--- src/rtl/hdmi_packet_pkg.sv ---
// Shared constants, subpacket payload type and the BCH ECC step for the
// HDMI data island packet assembler.
package hdmi_packet_pkg;

    localparam int unsigned PACKET_LEN  = 32;
    localparam int unsigned HEADER_BITS = 24;
    localparam int unsigned SUB_BITS    = 56;
    localparam int unsigned NUM_SUB     = 4;
    localparam int unsigned ECC_BITS    = 8;
    localparam logic [ECC_BITS-1:0] ECC_POLY = 8'h83;

    // Four 56-bit subpackets; byte 0 of each in [7:0].
    typedef logic [NUM_SUB-1:0][SUB_BITS-1:0] sub_array_t;

    // One serial step of the BCH(64,56)/(32,24) ECC LFSR.
    function automatic logic [ECC_BITS-1:0] ecc_step(input logic [ECC_BITS-1:0] ecc,
                                                     input logic                b);
        logic fb;
        fb = ecc[0] ^ b;
        return (ecc >> 1) ^ (fb ? ECC_POLY : '0);
    endfunction

endpackage

--- src/rtl/bch_ecc.sv ---
// Per-stream BCH ECC register.
// Ports:
//   clk_pixel  in   pixel clock
//   reset      in   synchronous active-high reset, clears the register
//   bits       in   BITS_PER_CLK payload bits, bit 0 folded first
//   hold       in   keep the register unchanged this clock
//   seed_zero  in   fold from a zero seed instead of the stored value
//   ecc        out  current ECC register
module bch_ecc
    import hdmi_packet_pkg::*;
#(
    parameter int unsigned BITS_PER_CLK = 1
) (
    input  logic                    clk_pixel,
    input  logic                    reset,
    input  logic [BITS_PER_CLK-1:0] bits,
    input  logic                    hold,
    input  logic                    seed_zero,
    output logic [ECC_BITS-1:0]     ecc
);

    logic [ECC_BITS-1:0] base;
    logic [ECC_BITS-1:0] ecc_d;

    // Fold this clock's bits, lowest index first.
    always_comb begin
        base  = seed_zero ? '0 : ecc;
        ecc_d = base;
        if (!hold) begin
            for (int i = 0; i < int'(BITS_PER_CLK); i++) begin
                ecc_d = ecc_step(ecc_d, bits[i]);
            end
        end
    end

    always_ff @(posedge clk_pixel) begin
        if (reset) begin
            ecc <= '0;
        end else begin
            ecc <= ecc_d;
        end
    end

endmodule

--- src/rtl/packet_assembler.sv ---
// HDMI data island packet assembler: serialises a 24-bit header and four
// 56-bit subpackets over 32 pixel clocks, appending BCH ECC to each stream.
// Optional macro PACKET_ASSEMBLER_LATCH_EN captures header/sub at the
// start of each packet so the source may change them mid-packet.
// Ports:
//   clk_pixel           in   pixel clock
//   reset               in   synchronous active-high reset
//   data_island_period  in   high while a packet is being sent
//   header              in   packet header, HB0 in [7:0]
//   sub                 in   subpackets 0..3, byte 0 in [7:0]
//   packet_data         out  TERC4 payload bits (combinational, zero latency)
//   counter             out  bit position within the packet
//   packet_last         out  high on the final clock of a packet
module packet_assembler
    import hdmi_packet_pkg::*;
(
    input  logic             clk_pixel,
    input  logic             reset,
    input  logic             data_island_period,
    input  logic [23:0]      header,
    input  logic [3:0][55:0] sub,
    output logic [8:0]       packet_data,
    output logic [4:0]       counter,
    output logic             packet_last
);

    logic [HEADER_BITS-1:0] hdr_src;
    sub_array_t             sub_src;

`ifdef PACKET_ASSEMBLER_LATCH_EN
    logic [HEADER_BITS-1:0] hdr_q;
    sub_array_t             sub_q;

    // Capture the packet contents on its first clock.
    always_ff @(posedge clk_pixel) begin
        if (reset) begin
            hdr_q <= '0;
            sub_q <= '0;
        end else if (data_island_period && counter == 5'd0) begin
            hdr_q <= header;
            sub_q <= sub;
        end
    end

    // The latches are not yet loaded on the first clock, so use the inputs.
    assign hdr_src = (counter == 5'd0) ? header : hdr_q;
    assign sub_src = (counter == 5'd0) ? sub    : sub_q;
`else
    assign hdr_src = header;
    assign sub_src = sub;
`endif

    logic                active;
    logic                first;
    logic                hdr_data;
    logic                sub_data;
    logic                hdr_bit;
    logic [5:0]          sub_lo_idx;
    logic [5:0]          sub_hi_idx;
    logic [1:0]          sub_bits [NUM_SUB];
    logic [ECC_BITS-1:0] hdr_ecc;
    logic [ECC_BITS-1:0] sub_ecc  [NUM_SUB];

    assign active     = data_island_period && !reset;
    assign first      = (counter == 5'd0);
    assign hdr_data   = (counter < 5'(HEADER_BITS));
    assign sub_data   = (counter < 5'(SUB_BITS / 2));
    assign hdr_bit    = hdr_data ? hdr_src[counter] : 1'b0;
    assign sub_lo_idx = {counter, 1'b0};
    assign sub_hi_idx = {counter, 1'b1};

    // Position counter; any gap in the data island abandons the packet.
    always_ff @(posedge clk_pixel) begin
        if (reset) begin
            counter <= '0;
        end else if (!data_island_period) begin
            counter <= '0;
        end else begin
            counter <= counter + 5'd1;
        end
    end

    bch_ecc #(.BITS_PER_CLK(1)) u_hdr_ecc (
        .clk_pixel (clk_pixel),
        .reset     (reset),
        .bits      (hdr_bit),
        .hold      (!data_island_period || !hdr_data),
        .seed_zero (first),
        .ecc       (hdr_ecc)
    );

    for (genvar k = 0; k < int'(NUM_SUB); k++) begin : g_sub
        assign sub_bits[k] = data_island_period && sub_data
                             ? {sub_src[k][sub_hi_idx], sub_src[k][sub_lo_idx]} : 2'b00;

        bch_ecc #(.BITS_PER_CLK(2)) u_sub_ecc (
            .clk_pixel (clk_pixel),
            .reset     (reset),
            .bits      (sub_bits[k]),
            .hold      (!data_island_period || !sub_data),
            .seed_zero (first),
            .ecc       (sub_ecc[k])
        );
    end

    // Payload mux: data bits first, then the held ECC, LSB first.
    always_comb begin
        packet_data = '0;
        if (active) begin
            packet_data[0] = hdr_data ? hdr_bit : hdr_ecc[counter[2:0]];
            for (int k = 0; k < int'(NUM_SUB); k++) begin
                packet_data[1+k] = sub_data ? sub_bits[k][0] : sub_ecc[k][{counter[1:0], 1'b0}];
                packet_data[5+k] = sub_data ? sub_bits[k][1] : sub_ecc[k][{counter[1:0], 1'b1}];
            end
        end
    end

    assign packet_last = active && (counter == 5'(PACKET_LEN - 1));

endmodule
--- config.mk ---
export PLATFORM = sky130hd
export DESIGN_NAME = packet_assembler
export DESIGN_NICKNAME = d
export VERILOG_FILES = /design/src/rtl/hdmi_packet_pkg.sv /design/src/rtl/bch_ecc.sv /design/src/rtl/packet_assembler.sv
export SDC_FILE = /design/constraint.sdc
export NUM_CORES = 1
export LEC_CHECK = 0
export ABC_AREA = 1
export CORE_MARGIN = 3
export CORE_UTILIZATION = 35
export DETAILED_ROUTE_END_ITERATION = 16
export PLACE_DENSITY = 0.81
export SETUP_SLACK_MARGIN = 0.15
export SYNTH_ARGS = -nofsm -noshare
export SYNTH_HDL_FRONTEND = slang
export SYNTH_SLANG_ARGS = --single-unit
--- constraint.sdc ---
create_clock -name clk_pixel -period 3.6 [get_ports clk_pixel]
set_input_delay 0.72 -clock clk_pixel [delete_from_list [all_inputs] [get_ports clk_pixel]]
set_output_delay 0.72 -clock clk_pixel [all_outputs]
set_load 0.03 [all_outputs]
# Yosys cells after proc, flatten, opt, wreduce, memory -nomap -nowiden
# Cells that the tools add are included.
# word_totals
wordCells,116
ff_bits,45
out_inout_bits,15
# classes
muxes,70
magnitude_cmp,8
addsub,1
eq_ne,1
bitwise,19
n_reduce_logical,11
# op_table
op,count
$mux 8,19
$xor 7x8->8,9
$bmux 1 s5,9
$mux 1,28
$bmux 1 s2,8
$lt 6x7->1 const B,2
$lt 3x4->1 const B,3
$lt 5x5->1 const B,2
$mux 9,1
$xor 1x1->1,9
$mux 2,4
$lt 5x6->1 const B,1
$add 5x1->5 const B,1
$eq 5x5->1 const B,1
$logic_not 5->1,1
$logic_not 1->1,4
$bmux 1 s3,1
$logic_and 1x1->1,3
$logic_or 1x1->1,2
$reduce_or 2->1,1
$not 1->1,1

# Longest topological paths before layout
# Gate-level depths: netlist of the first run.
# depth
word_depth,10
depth_mapped,18

# By module
# A second synthesis of the first run with hierarchy kept.
# unflattened
cells_unflattened,1062
area_unflattened_um2,5617.9
# modules_own_cells
mod,area_per_inst_um2,n_inst,cells_per_inst
packet_assembler,3331.9,1,743
bch_ecc at g_sub[0].u_sub_ecc ...,471.7,4,66
bch_ecc at u_hdr_ecc,399.1,1,55

# Worst setup path before layout of the first run
# No wires, ideal clock.
# synth_path
path_type,reg-to-output
start,register counter[1]
end,output packet_data[5]
n_path_buf,3
arrival_ps,2204
stages_incl_launch_ff,12
setup_slack_ps,676
cell_sequence,dfxtp_1 > buf_4 > inv_2 > buf_6 > buf_4 > nand3_1 > nand3_1 > nand2_1 > inv_1 > nand2_1 > nand3_1 > a211oi_1
# synth_via
elab_chain_len,5
elab_cells_between_ends,9
# synth_lines
element,line,source
start: declaration,packet_assembler.sv:23,"output logic [4:0] counter,"
start signal: assignment,packet_assembler.sv:79,counter <= counter + 5'd1;
$bmux 1 s5 or $lt 5x5->1 (tied branches),"packet_assembler.sv:94, packet_assembler.sv:67",
$mux 1 (implied by the code) or $logic_and 1x1->1 (tied branches),"packet_assembler.sv:94, packet_assembler.sv:93",
$mux 2,packet_assembler.sv:94,"? {sub_src[k][sub_hi_idx], sub_src[k][sub_lo_idx]} : 2'b00;"
$mux 1 *,packet_assembler.sv:113,"packet_data[5+k] = sub_data ? sub_bits[k][1] : sub_ecc[k][{counter[1:0], 1'b1}];"
$mux 9 *,packet_assembler.sv:109,if (active) begin
end: declaration,packet_assembler.sv:22,"output logic [8:0] packet_data,"
# Every way passes the cells marked *; elsewhere a longest branch is shown, timed or not. The select of a mux whose other input is x is not followed.

# Worst setup path after layout of the first run
# layout_path
start,register counter[0]
end,output packet_data[0]
# layout_via
elab_chain_len,5
elab_cells_between_ends,8
# layout_lines
element,line,source
$bmux 1 s5,packet_assembler.sv:68,assign hdr_bit = hdr_data ? hdr_src[counter] : 1'b0;
$mux 1 (implied by the code),packet_assembler.sv:68,
$mux 1,packet_assembler.sv:68,
$mux 1 *,packet_assembler.sv:110,packet_data[0] = hdr_data ? hdr_bit : hdr_ecc[counter[2:0]];
$mux 9 *,packet_assembler.sv:109,
# Marked as above.

==> results of run 1 <==
==> cell families (layout without fill, tap and decap cells) <==
logic type               after synthesis  after routing  share of synthesized area (%)
AO/OA/AOI/OAI                        132            132                          12.54
adder cells (fa/ha/maj)                3              3                         0.6508
buffers and inverters                237            462                          18.76
flip-flops                            45             45                          15.62
AND/OR/NAND/NOR                      718            718                          52.43
==> through the flow <==
step | utilization, % | instance area (um^2)
after CTS | 54.57 | 8732
after global placement | 53.71 | 8593
after floorplan | - | 5768
after global routing | 54.64 | 8742
after detailed placement | 53.71 | 8593
final | 54.64 | 8742
==> power breakdown <==
part | internal [mW] | leakage [nW] | switching [mW] | total (mW)
registers | 0.520 | 0.370 | 0.0125 | 0.533
logic | 0.402 | 3.80 | 0.365 | 0.767
clock network | 0.259 | 0.0684 | 0.197 | 0.456
==> per-layer routing <==
| metal | vias up | wire (um) | track usage (%) |
|---|---|---|---|
| met1 | 3471 | 10240 | 33.78 |
| met3 | 49 | 2356 | 5.326 |
| met5 | - | 0 | 0 |
| met4 | 0 | 739 | 8.088 |
| met2 | 351 | 11670 | 45.17 |
| li1 | 4005 | - | - |
==> placed cells by master, fill, tap and decap left out, drive strengths merged <==
| cell type | synthesis | final |
|---|---|---|
| nand2 | 426 | 426 |
| clkdlybuf4s50 | 0 | 255 |
| nand3 | 171 | 171 |
| inv | 161 | 162 |
| nor2 | 103 | 103 |
| a21oi | 63 | 63 |
| dfxtp | 45 | 45 |
| o21ai | 44 | 44 |
| buf | 59 | 38 |
| nand4 | 17 | 17 |
| a211oi | 12 | 12 |
| o211ai | 7 | 7 |
| clkbuf | 17 | 7 |
| o22ai | 4 | 4 |
| ha | 3 | 3 |
| or2 | 1 | 1 |
| o21bai | 1 | 1 |
| a2111oi | 1 | 1 |
==> flip-flops by register name, indices dropped and copies added (netlist names) <==
register / count
u_hdr_ecc.ecc: 8
counter: 5
g_sub.u_sub_ecc.ecc: 32
==> critical path, cell delays in order, from the launching register on <==
cell	delay, ps
dfxtp_4	410
inv_4	280
buf_12	240
buf_4	250
o21ai_0	100
o22ai_1	230
nand2_1	100
nand4_2	120
nand2_1	90
a21oi_1	300
buf_12	170
==> final timing paths <==
path	cells past startpoint	slack [ps]	startpoint	to
max	10	290	counter[0]$_SDFF_PN0_	packet_data[0]
min	2	500	u_hdr_ecc.ecc[7]$_SDFF_PP0_	u_hdr_ecc.ecc[6]$_SDFF_PP0_
max reg2reg	15	570	counter[0]$_SDFF_PN0_	g_sub[3].u_sub_ecc.ecc[1]$_SDFF_PP0_
min reg2reg	2	500	u_hdr_ecc.ecc[7]$_SDFF_PP0_	u_hdr_ecc.ecc[6]$_SDFF_PP0_
==> layout make-up <==
type / count / area, um^2 / share of cell area [%]
Tap cell: 216 / 270.3 / 3.091
Clock buffer: 7 / 132.6 / 1.517
Timing Repair Buffer: 293 / 3025 / 34.61
Clock inverter: 1 / 6.256 / 0.07156
Inverter: 161 / 606.8 / 6.941
Multi-Input combinational cell: 853 / 3795 / 43.41
Sequential cell: 45 / 905.9 / 10.36
==> impl_results.md, run 1 <==
- Status: finished clean
- CP Launch Type: register
- Hold_buf cts: 0
- Critical path class: reg2out
- Tcrit/Tclk final: 92.00%
- Post-Syn Instances: 1,135
- Fill count: 1,623
- Starting DRT DRC Count: 572
- Die ar.: 0.01806 mm^2
- CP required: 2880 ps
- Sequential-to-total area share from yosys stat: 15.62%
- Worst EP arrival: 2590 ps
- Core Area: 0.01600 mm^2
- Post-synth EDFFs: 0
- Clk Tree Root Cell: clkbuf_16
- IO Pins: 266
- First-pass GRT wire length: 38,320 um
- Antenna cells: 0
- Post-cts sizing count: 0
- Setup_tns: 0 ps
- Count leader, synth: nand2_1
- CTS tree: built
- Routed WL: 25,010 um
- Die X: 134.4 um
- DR vias/cell: 4.997
- # rows: 46
- Port Buf Inserts: 265
- GP Congestion: 0.9106
- Height of the die: 134.4 um
- Peak supply drop: 0.2290 mV
- F_max: 301.9 MHz
- CTS Buf Count: 5
- Total power: 1.755 mW
- Leakage: 4.240 nW
- Largest net degree at the start of global routing: 73
- Minimum clock period: 3312 ps
- Clock skew: 6.622 ps
- Power Density: 200.8 mW/mm^2
- Synth Warn #: 0
- Total of max-cap violations: 0
- Hold WS: 496.7 ps
- Pre-CTS setup slack: 307.5 ps
- Asr flop ratio synth: 0%
- Overall routing resource usage: 26.52%
- Post-synth top area share: 27.46%
- Max-slew headroom: 47.27%
- DRT Pass-1 Iters: 5
- Top cells by count, synth: nand2_1 (422), nand3_1 (165), inv_1 (155)
- Vias in the first global route: 7,062
- DP Cell Count: 1,568
- Nets@finish: 1,613
- WL/cell: 15.87 um
- Mapped Nets: 1,389
- Post-DRT Antenna Nets: 0
- CP Capture Type: output port
- Fin. Hold Viols: 0
- Post-route insts no fill: 1,576
- Yosys reg bits: 45
- Area leader, netlist: nand2_1
- Setup WS post-layout: 287.9 ps
- Post-Syn Area: 0.005768 mm^2
- RSZ-0062 raised after global routing: no
- Overall via count from detail_route: 7,876
- Ranking of synthesized cells by area: nand2_1 (27%), dfxtp_1 (16%), nand3_1 (14%)
- Post-CTS Setup Bufs: 0
- Area grow syn2layout: 51.56%
- Share of cells above drive strength 1: 5.000%
- Worst Max-Slew Pin Slew: 790.0 ps
- Fin. max-slew vios: 0
- GR Overflow Total: 0
- Mapped Avg Cell Area: 5.082 um^2
- Worst Path Max Fanout: 35
- Initial Utilization: 36.05%
- Setup Viol. Count Final: 0
- DRC: 0
- Initial antenna violation count: 0
- HP Class: reg2reg
- Prevailing post-synth register cell: dfxtp_1
- Max clock buf depth: 2
- CTS clk-pin slew, worst paths: 60 ps
- H-tree depth: 2
- # clock sinks: 45
- Post-synth cell types: 30
- DP HPWL: 19,310 um
- Clk_lat worst skew: 290 ps
Power figures use the tool's default switching activity.
==> run 2, diff against run 1 <==
Settings changed: CORE_MARGIN 3 to 1.5, REMOVE_ABC_BUFFERS from default to 1.
==> impl_results.md, run 2 (synthesized netlist as in run 1, its figures left out) <==
- Area grow syn2layout: 50.43%
- Initial antenna violation count: 0
- DRC: 0
- CP required: 2880 ps
- Fill count: 1,622
- CTS tree: built
- Worst-path cell chain: buf_4 > o21ai_0 > o211ai_1 > nand3_1 > nand4_2 > nand2_1 > a21oi_1 > buf_12
- Routed WL: 22,360 um
- Regs by FF count: g_sub.u_sub_ecc.ecc: 32 flops, u_hdr_ecc.ecc: 8 flops, counter: 5 flops
- Overall via count from detail_route: 7,758
- RSZ-0062 raised after global routing: no
- WL/cell: 14.21 um
- Clk Tree Root Cell: clkbuf_16
- Leakage: 4.226 nW
- DRT Pass-1 Iters: 5
- DR vias/cell: 4.932
- Buf/Inv on CP: 2
- Cells on worst reg2reg path: 14
- Starting DRT DRC Count: 572
- Clk_lat worst skew: 290 ps
- Nets@finish: 1,610
- Peak supply drop: 0.1912 mV
- Status: finished clean
- Pre-CTS setup slack: 510.8 ps
- Max-slew headroom: 42.58%
- Antenna cells: 0
- Biggest cell delay along the critical path: 640 ps
- Minimum clock period: 3218 ps
- Worst Max-Slew Pin Slew: 861.2 ps
- CP top delay family: buffers and inverters
- Area of the multi-input gates: 0.003790 mm^2
- Largest net degree at the start of global routing: 75
- Fin. Hold Viols: 0
- Die ar.: 0.01726 mm^2
- Slowest-stage cell, CP: buf_4
- Total of max-cap violations: 0
- Post-DP Area: 0.008476 mm^2
- Fin. max-slew vios: 0
- GR Overflow Total: 0
- Worst EP arrival: 2500 ps
- # rows: 46
- Worst Path Max Fanout: 74
- IO Pins: 266
- Height of the die: 131.4 um
- Most frequent cells in the layout: nand2_1 (422), clkdlybuf4s50_1 (255), nand3_1 (165), inv_1 (155), nor2_1 (101)
- Post-route cell area: 0.008677 mm^2
- Commonest non-fill, non-tap cell in the layout: nand2_1
- Total power: 1.801 mW
- Vias in the first global route: 7,215
- First-pass GRT wire length: 35,600 um
- # clock sinks: 45
- CP Capture Type: output port
- Overall routing resource usage: 24.96%
- HP Class: reg2reg
- Hold Path Cell Cnt: 2
- DP HPWL: 16,550 um
- CTS clk-pin slew, worst paths: 60 ps
- Crit. path cell count: 8
- Number of flip-flops under the largest register name: 32
- Die X: 131.4 um
- Setup_tns: 0 ps
- Port Buf Inserts: 265
- Tcrit/Tclk final: 89.40%
- Share of cells above drive strength 1: 4.790%
- Post-DRT Antenna Nets: 0
- Setup Viol. Count Final: 0
- H-tree depth: 2
- Hold WS: 505.0 ps
- Initial Utilization: 36.05%
- Post-route insts no fill: 1,573
- Final Util: 54.23%
- DP Cell Count: 1,564
- Clock skew: 4.096 ps
- FF+latch area: 907.1 um^2
- F_max: 310.7 MHz
- Setup WS post-layout: 381.5 ps
- GP Congestion: 0.8887
- Top reg by flops: g_sub.u_sub_ecc.ecc
- Max clock buf depth: 2
- CP Launch Type: register
- Power Density: 207.6 mW/mm^2
- Critical path class: reg2out
- CTS Buf Count: 5
- Core Area: 0.01600 mm^2
run 2: cell count changes in the layout (fill, tap and decap cells not counted), sizes merged:
cell / previous run / this run
buf: 38 / 35
clkbuf: 7 / 8
inv: 162 / 161
run 2: path summary, 6_finish.rpt:
kind	startpoint	endpoint	slack [ps]
worst min-delay path	u_hdr_ecc.ecc[7]$_SDFF_PP0_	u_hdr_ecc.ecc[6]$_SDFF_PP0_	510
worst min register to register	u_hdr_ecc.ecc[7]$_SDFF_PP0_	u_hdr_ecc.ecc[6]$_SDFF_PP0_	510
worst max-delay path	counter[1]$_SDFF_PN0_	packet_data[0]	380
worst max register to register	counter[0]$_SDFF_PN0_	g_sub[3].u_sub_ecc.ecc[1]$_SDFF_PP0_	840
run 2: timing repair:
action | CTS | global route
buffers inserted | 0 | 1
setup endpoints to repair | 0 | 5
gates resized for setup | 0 | 2
hold buffers | 0 | 0
run 2: power breakdown:
| part | switching [mW] | internal [mW] |
|---|---|---|
| registers | 0.0157 | 0.520 |
| logic | 0.353 | 0.398 |
| clock network | 0.195 | 0.319 |
run 2: area by class of cell:
class | instances | area share (%)
Inverter | 161 | 6.994
Clock buffer | 8 | 1.932
Tap cell | 216 | 3.115
Sequential cell | 45 | 10.45
Timing Repair Buffer | 290 | 33.83
Multi-Input combinational cell | 853 | 43.68
run 2: layer usage:
layer  up-vias  global-route usage (%)  part of all wire [%]
li1       3997                       -                     -
met5         -                       0                     0
met4         0                   5.185                   2.0
met3        35                   4.745                   7.8
met2       307                   46.09                    49
met1      3419                   29.92                    42
run 2: tightest hold or removal path, cell delays in order (launching register included):
cell,delay (ps)
dfxtp_1,310
nand2_1,80
a211oi_1,70
==> run 3, diff against run 2 <==
Settings changed: ABC_CLOCK_PERIOD_IN_PS from default to 3600.
==> results of run 3 <==
Final layout, timing and power as in run 2 (identical DEF).
